**config.mk**
```make
export PLATFORM = sky130hd
export DESIGN_NAME = ddr3_wr_dma_ch
export DESIGN_NICKNAME = d
export VERILOG_FILES = /design/src/rtl/ddr3_wr_dma_ch.sv
export SDC_FILE = /design/constraint.sdc
export NUM_CORES = 1
export LEC_CHECK = 0
export ABC_CLOCK_PERIOD_IN_PS = 3100
export BUFFER_PORTS_ARGS = -buffer_cell sky130_fd_sc_hd__buf_2
export CAP_MARGIN = 20
export CORE_AREA = 2 2 129 131
export DETAILED_ROUTE_END_ITERATION = 7
export DIE_AREA = 0 0 131 133
export GPL_TIMING_DRIVEN = 0
export HOLD_SLACK_MARGIN = 0.15
export PLACE_DENSITY_LB_ADDON = 0.15
export SLEW_MARGIN = 20
export SYNTH_ARGS = -nofsm -noshare
export SYNTH_HDL_FRONTEND = slang
export SYNTH_SLANG_ARGS = --single-unit
export TNS_END_PERCENT = 5
```
**constraint.sdc**
```tcl
create_clock -name I_clk -period 3.1 [get_ports I_clk]
set_clock_uncertainty 0.2 [all_clocks]
set_input_delay 0.62 -clock I_clk [delete_from_list [all_inputs] [get_ports I_clk]]
set_output_delay 0.62 -clock I_clk [all_outputs]
set_load 0.02 [all_outputs]
```
**src/rtl/ddr3_wr_dma_ch.sv**
```systemverilog
// Write-DMA channel: drains a FWFT write FIFO into the MIG native app interface
// in BURST_LEN-beat bursts, one arbiter grant per burst, over a circular frame region.
//
// state | meaning
// IDLE  | waiting for enable and a full burst buffered in the FIFO
// REQ   | arbiter request held until the grant level is sampled
// START | one-cycle start pulse to the arbiter
// BURST | one command+data beat per cycle with both MIG readies high
// END   | one-cycle end pulse; frame wrap handled here
module ddr3_wr_dma_ch #(
    parameter int DATA_W      = 128,
    parameter int ADDR_W      = 28,
    parameter int CNT_W       = 10,
    parameter int BURST_LEN   = 64,
    parameter int ADDR_STEP   = 8,
    parameter int BASE_ADDR   = 0,
    parameter int FRAME_BEATS = 4096
) (
    input  logic                I_clk,
    input  logic                I_Rst,
    input  logic                I_enable,
    input  logic [CNT_W-1:0]    I_fifo_cnt,
    input  logic [DATA_W-1:0]   I_fifo_dout,
    output logic                O_fifo_rd_en,
    output logic                O_ch_req,
    input  logic                I_ch_vaild,
    output logic                O_ch_start,
    output logic                O_ch_end,
    output logic [ADDR_W-1:0]   O_app_addr,
    output logic [2:0]          O_app_cmd,
    output logic                O_app_en,
    input  logic                I_app_rdy,
    output logic [DATA_W-1:0]   O_app_wdf_data,
    output logic                O_app_wdf_wren,
    output logic                O_app_wdf_end,
    output logic [DATA_W/8-1:0] O_app_wdf_mask,
    input  logic                I_app_wdf_rdy,
    output logic                O_frame_done,
    output logic                O_busy
);

    localparam int BEAT_W = $clog2(BURST_LEN + 1);
    localparam int FRM_W  = $clog2(FRAME_BEATS + 1);

    typedef enum logic [2:0] {
        S_IDLE,
        S_REQ,
        S_START,
        S_BURST,
        S_END
    } state_t;

    state_t            r_state;
    state_t            w_next;
    logic [ADDR_W-1:0] r_addr;
    logic [BEAT_W-1:0] r_beat;
    logic [FRM_W-1:0]  r_frame;

    logic w_fire;
    logic w_last_beat;
    logic w_frame_end;
    logic w_have_burst;

    assign w_fire       = (r_state == S_BURST) && I_app_rdy && I_app_wdf_rdy;
    assign w_last_beat  = (r_beat == BEAT_W'(BURST_LEN - 1));
    assign w_frame_end  = (r_frame == FRM_W'(FRAME_BEATS));
    assign w_have_burst = (I_fifo_cnt >= CNT_W'(BURST_LEN));

    always_ff @(posedge I_clk) begin
        if (I_Rst) begin
            r_state <= S_IDLE;
        end else begin
            r_state <= w_next;
        end
    end

    always_comb begin
        w_next = r_state;
        case (r_state)
            S_IDLE:  if (I_enable && w_have_burst) w_next = S_REQ;
            // enable is deliberately ignored here: a raised request is never withdrawn
            S_REQ:   if (I_ch_vaild) w_next = S_START;
            S_START: w_next = S_BURST;
            S_BURST: if (w_fire && w_last_beat) w_next = S_END;
            S_END:   w_next = S_IDLE;
            default: w_next = S_IDLE;
        endcase
    end

    // Beat counter spans one burst; frame counter spans the whole frame in beats.
    always_ff @(posedge I_clk) begin
        if (I_Rst) begin
            r_addr  <= ADDR_W'(BASE_ADDR);
            r_beat  <= '0;
            r_frame <= '0;
        end else if (w_fire) begin
            r_addr  <= r_addr + ADDR_W'(ADDR_STEP);
            r_beat  <= r_beat + BEAT_W'(1);
            r_frame <= r_frame + FRM_W'(1);
        end else if (r_state == S_END) begin
            r_beat <= '0;
            if (w_frame_end) begin
                r_addr  <= ADDR_W'(BASE_ADDR);
                r_frame <= '0;
            end
        end
    end

    always_comb begin
        O_ch_req       = 1'b0;
        O_ch_start     = 1'b0;
        O_ch_end       = 1'b0;
        O_frame_done   = 1'b0;
        O_busy         = 1'b0;
        O_app_en       = 1'b0;
        O_app_wdf_wren = 1'b0;
        O_app_wdf_end  = 1'b0;
        O_fifo_rd_en   = 1'b0;
        O_app_wdf_data = '0;
        O_app_cmd      = 3'b000;
        O_app_wdf_mask = '0;
        O_app_addr     = r_addr;
        O_busy         = (r_state != S_IDLE);
        O_ch_req       = (r_state == S_REQ);
        O_ch_start     = (r_state == S_START);
        O_ch_end       = (r_state == S_END);
        O_frame_done   = (r_state == S_END) && w_frame_end;
        O_app_en       = w_fire;
        O_app_wdf_wren = w_fire;
        O_app_wdf_end  = w_fire;
        O_fifo_rd_en   = w_fire;
        // data is zeroed outside BURST so the MIG bus is quiet when idle
        if (r_state == S_BURST) O_app_wdf_data = I_fifo_dout;
    end

endmodule

```
* Word level (Yosys, flattened, before mapping)
Index checks and enable logic that the tools add are counted.
W data, S select, Z words.
** Operators by class
- Add/sub/neg operators :: 3
- $lt $le $gt $ge :: 1
- Equal/unequal tests :: 9
- Muxes and demuxes :: 13
- Reduce and logical (&&, ||, !) cells :: 11
** Operator list (count)
- $mux W128 :: 1
- $mux W28 :: 3
- $mux W13 :: 3
- $add A28 B4 Y28 const B :: 1
- $mux W7 :: 2
- $add A13 B1 Y13 const B :: 1
- $eq A13 B13 Y1 const B :: 1
- $pmux W3 S4 :: 1
- $ge A10 B7 Y1 const B :: 1
- $mux W3 :: 3
- $add A7 B1 Y7 const B :: 1
- $eq A7 B6 Y1 const B :: 1
- $eq A3 B2 Y1 const B :: 2
- $logic_and A1 B1 Y1 :: 5
- $ne A2 B1 Y1 const B :: 2
- $reduce_bool A2 Y1 :: 2
- $eq A3 B1 Y1 const B :: 1
- $eq A3 B3 Y1 const B :: 1
- $logic_not A3 Y1 :: 1
- $reduce_and A3 Y1 :: 1
- $reduce_bool A3 Y1 :: 1
- $ne A2 B2 Y1 const B :: 1
- $reduce_and A2 Y1 :: 1
** Storage, ports and cells
- Register bits :: 51
- Input port bits :: 144
- Output and inout port bits :: 184
- Logic and storage cells :: 41

* Logic depth before layout (Yosys ltp)
- Depth after elaboration :: 6
- Depth in mapped cells :: 9
- Depth with buffers taken out :: 6

* Worst setup path before layout
No wires, ideal clock.
- Kind :: in2out
- Start point :: input I_app_wdf_rdy
- End point :: output O_app_wdf_end
- Data arrival time :: 1.575 ns
- Data required time :: 2.280 ns
- Slack :: 0.705 ns
- Stages on the path :: 6
- Path through :: and2_1 -> nand2_2 -> inv_1 -> buf_2 -> buf_2 -> buf_4
** On the way
- Word-level cells in the longest chain between the ends :: 1
** Ends and longest elaborated chain
- from (decl) :: line 37 : input logic I_app_wdf_rdy,
- $logic_and A1 B1 Y1 :: line 64 : assign w_fire = (r_state == S_BURST) && I_app_rdy && I_app_wdf_rdy;
- to (decl) :: line 35 : output logic O_app_wdf_end,
Every way passes these cells.

* Worst setup path after layout
- Start point :: register r_frame[3]
- End point :: output O_frame_done
** On the way
- Word-level cells in the longest chain between the ends :: 2
** Ends and longest elaborated chain
- from (decl) :: line 57 : logic [FRM_W-1:0] r_frame;
- from (signal assigned) :: line 99 : r_frame <= r_frame + FRM_W'(1);
- $eq A13 B13 Y1 :: line 66 : assign w_frame_end = (r_frame == FRM_W'(FRAME_BEATS));
- $logic_and A1 B1 Y1 :: line 127 : O_frame_done = (r_state == S_END) && w_frame_end;
- to (decl) :: line 38 : output logic O_frame_done,
Every way passes these cells.

==> flow_summary.yaml <==
status:
  outcome: "complete, no violations"
sta:
  final_critical_path_setup_slack_ps: 95.08
  fmaxAchievable_mhz: 332.8
  setup_violations: 0
  slew_headroom: 0.4616
  post-route-min-period_ps: 3005
  fin_setup_tns_ps: 0
  max_slew.worst_pin.slew_ps: 797.1
  rsz_0062_raised_after_global_routing: "yes"
  part_of_the_cycle_the_worst_path_needs: 0.9693
  hold_viol_final: 0
  final-max-slew-violation-count: 0
synth:
  synth_area_leader_cell: "sky130_fd_sc_hd__dfxtp_1"
  synth-seq-area-share: 0.2686
  ys_seq_elements: 48
  yosysMostFrequentCell: "sky130_fd_sc_hd__and2_1"
  syn-mean-instance-area_sq_um: 7.499
  synth_cell_types: 49
  synth-async-reset-ratio: 0
  synth-edff-count: 0
  synthCells: 477
  synth-warning-count: 0
  yosys-top-cells-area: "sky130_fd_sc_hd__dfxtp_1 27%, sky130_fd_sc_hd__and2_1 23%, sky130_fd_sc_hd__buf_4 5.9%, sky130_fd_sc_hd__nand3_1 4.3%, sky130_fd_sc_hd__nand2_1 3.4%"
  synthFlopType: "sky130_fd_sc_hd__dfxtp_1"
  synth_top_area_frac: 0.2686
  synth.cells.most_frequent: "129 x sky130_fd_sc_hd__and2_1, 48 x sky130_fd_sc_hd__dfxtp_1, 32 x sky130_fd_sc_hd__nand2_1"
  netlist_area_sq_mm: 0.003577
detailed_routing:
  pre_repair_dr_iteration_count: 4
  route.detailed.vias_per_inst: 4.333
  route.detailed.drc: 0
  detailed_route_wire_length_um: 16810
  initialDrtViolationCount: 175
  wl_per_cell_um: 16.31
  detailroute.via_count: 4467
  antenna_left: 0
clocking:
  reg_clk_slew_reported_paths_ps: 70
  clkLatencyLatePin_ps: 290
  post_cts_hold_buffer_count: 0
  cts-root-to-sink-buffers: 2
  ctsHtreeMaxLevel: 2
  cts_setup_buffers: 0
  cts_resized: 2
  cts.sinks: 48
  cts_tree: "yes"
  cts-root-buf: "sky130_fd_sc_hd__clkbuf_16"
  cts-buffers-inserted: 5
power_and_ir_drop:
  leakagePower_uw: 0.003006
  sw_frac_of_total: 0.2533
  combPwrFrac: 0.181
  pwr-share-seq: 0.395
  switchingPower_uw: 397.7
  pwr_density_cell_mw_per_mm2: 278.6
  vdd.ir_drop.worst_uv: 234.3
  clock_power_share: 0.424
  internal_power_uw: 1172
place:
  post-place-ws_ps: 91.29
  dpl_hpwl_um: 14290
  placement.io_buffers: 299
  placed_cells: 1017
  gp_routability_congestion: 0.8159
worst_hold_path:
  min-delay-path-class: "flip-flop to flip-flop"
grt:
  grt_first_pass_wirelength_um: 24900
  globalRoute.totalOverflow: 0
  antenna_found_initial: 11
  vias_in_the_first_global_route: 4171
  globalRouteTotalUtil: 0.1850
  maximum_number_of_pins_on_one_net_before_global_route_repair: 15
worst_setup_path:
  cp_data_required_time_ps: 2280
  path_max_fanout: 10
  cp_data_arrival_time_ps: 2180
  setup.reg_to_reg.worst_slack_ps: 840
  critical_path.startpoint_type: "flip-flop"
  critPathCaptureType: "primary output"
  worstSetupPathType: "flip-flop to primary output"
finish:
  flow.area_growth_from_synthesis_pct: 57.57
  final_layout_size_suffix_gt1_frac: 0.4422
  multiInputGateArea_sq_mm: 0.002322
  stdcell_count: 1031
  design.final.nets: 952
  fillerInstances: 1800
  final_core_utilization: 0.3485
  seqCellArea_sq_um: 960.9
die:
  initial_core_utilization: 0.2212
  core.rowCount: 47
  chipWidth_um: 131
  io_pins: 328
  core-area_sq_mm: 0.01617
  fp.dieArea_sq_mm: 0.01742
  die_y_um: 133
job:
  max-cap-violations: 0
==> stage by stage <==
| step | hold WS [ps] | total power [uW] | area, sq um |
|---|---|---|---|
| floorplan | 251.4 | 782.5 | 3656 |
| CTS | 277.1 | 1585 | 5618 |
| detailed placement | 263.3 | 921.0 | 5428 |
| finish | 274.1 | 1570 | 5637 |
| global placement | 261.9 | 919.4 | 5428 |
| global route | 306.4 | 1637 | 5629 |
==> area by class of cell <==
cell class	instances	area share
diodes	6	0.002664
clock inverters	1	0.005327
plain buffers	58	0.06082
clock buffers	7	0.02708
inverters	11	0.007325
repair buffers	299	0.2655
flip-flops and latches	48	0.1705
multi-input cells	381	0.4120
well taps	220	0.04883
==> state kept, by name, indices dropped and copies added (netlist names) <==
signal,flops
O_app_addr,25
r_beat,7
r_frame,13
r_state,3
==> worst paths after layout <==
check                       from        endpoint  cells past startpoint
setup / recovery      r_frame[3]    O_frame_done                      6
hold / removal    O_app_addr[27]  O_app_addr[27]                      2
setup reg to reg      r_frame[3]      r_frame[5]                      5
hold reg to reg   O_app_addr[27]  O_app_addr[27]                      2
==> power by group through the flow <==
stage	Combinational (uW)	Clock (uW)	Sequential (uW)
after floorplan	149	0	634
after global placement	286	0	634
after detailed placement	287	0	634
after CTS	288	677	620
after global routing	310	708	619
final	285	666	620
==> cell usage in the layout, fill, tap and decap left out, types with 3 or more instances in the layout <==
cell                          n
sky130_fd_sc_hd__nor3_1      13
sky130_fd_sc_hd__buf_4       28
sky130_fd_sc_hd__o21ai_0      6
sky130_fd_sc_hd__nand4_1      8
sky130_fd_sc_hd__ha_1         4
sky130_fd_sc_hd__o2111ai_1    3
sky130_fd_sc_hd__conb_1      22
sky130_fd_sc_hd__mux2i_1      6
sky130_fd_sc_hd__dfxtp_1     48
sky130_fd_sc_hd__o311ai_0     4
sky130_fd_sc_hd__and4_1       4
sky130_fd_sc_hd__and2_1     129
sky130_fd_sc_hd__buf_2      304
sky130_fd_sc_hd__o211ai_1     6
sky130_fd_sc_hd__a211oi_1     4
sky130_fd_sc_hd__nor2_1      17
sky130_fd_sc_hd__or4_1        9
sky130_fd_sc_hd__inv_1       10
sky130_fd_sc_hd__mux2_2       3
sky130_fd_sc_hd__diode_2      6
sky130_fd_sc_hd__clkbuf_16    5
sky130_fd_sc_hd__and3_1       9
sky130_fd_sc_hd__a31oi_1      7
sky130_fd_sc_hd__clkbuf_1    20
sky130_fd_sc_hd__a311oi_1     8
sky130_fd_sc_hd__nor4_1       3
sky130_fd_sc_hd__xnor2_1      3
sky130_fd_sc_hd__nand2_1     32
sky130_fd_sc_hd__or3_1        7
sky130_fd_sc_hd__or2_2        4
sky130_fd_sc_hd__a21oi_1     17
sky130_fd_sc_hd__nand3_1     31
==> metal layers <==
layer	track usage	vias up	share of wire	wire (um)
li1	-	2275	-	-
met1	0.2271	2010	0.42	7079
met2	0.3083	150	0.48	8043
met3	0.07036	24	0.082	1384
met4	0.03546	8	0.015	244
met5	0	-	0.0035	59
==> cells by family (layout without fill, tap and decap cells) <==
group	Yosys count	count (layout)	synth area share
xor+xnor	4	4	0.009795
mux	9	9	0.02623
simple gates	281	281	0.4585
compound gates	61	61	0.1158
other cells	1	28	0.001048
fa+ha+maj	4	4	0.01399
buf+inv	69	376	0.1060
flops	48	48	0.2686
==> worst max-delay path, stage by stage (launching register included) <==
cell	delay, ps
sky130_fd_sc_hd__dfxtp_1	300
sky130_fd_sc_hd__clkbuf_1	190
sky130_fd_sc_hd__nor4b_2	420
sky130_fd_sc_hd__nand4_1	380
sky130_fd_sc_hd__clkbuf_2	350
sky130_fd_sc_hd__inv_1	90
sky130_fd_sc_hd__buf_2	160
(Power assumes the default switching activity.)
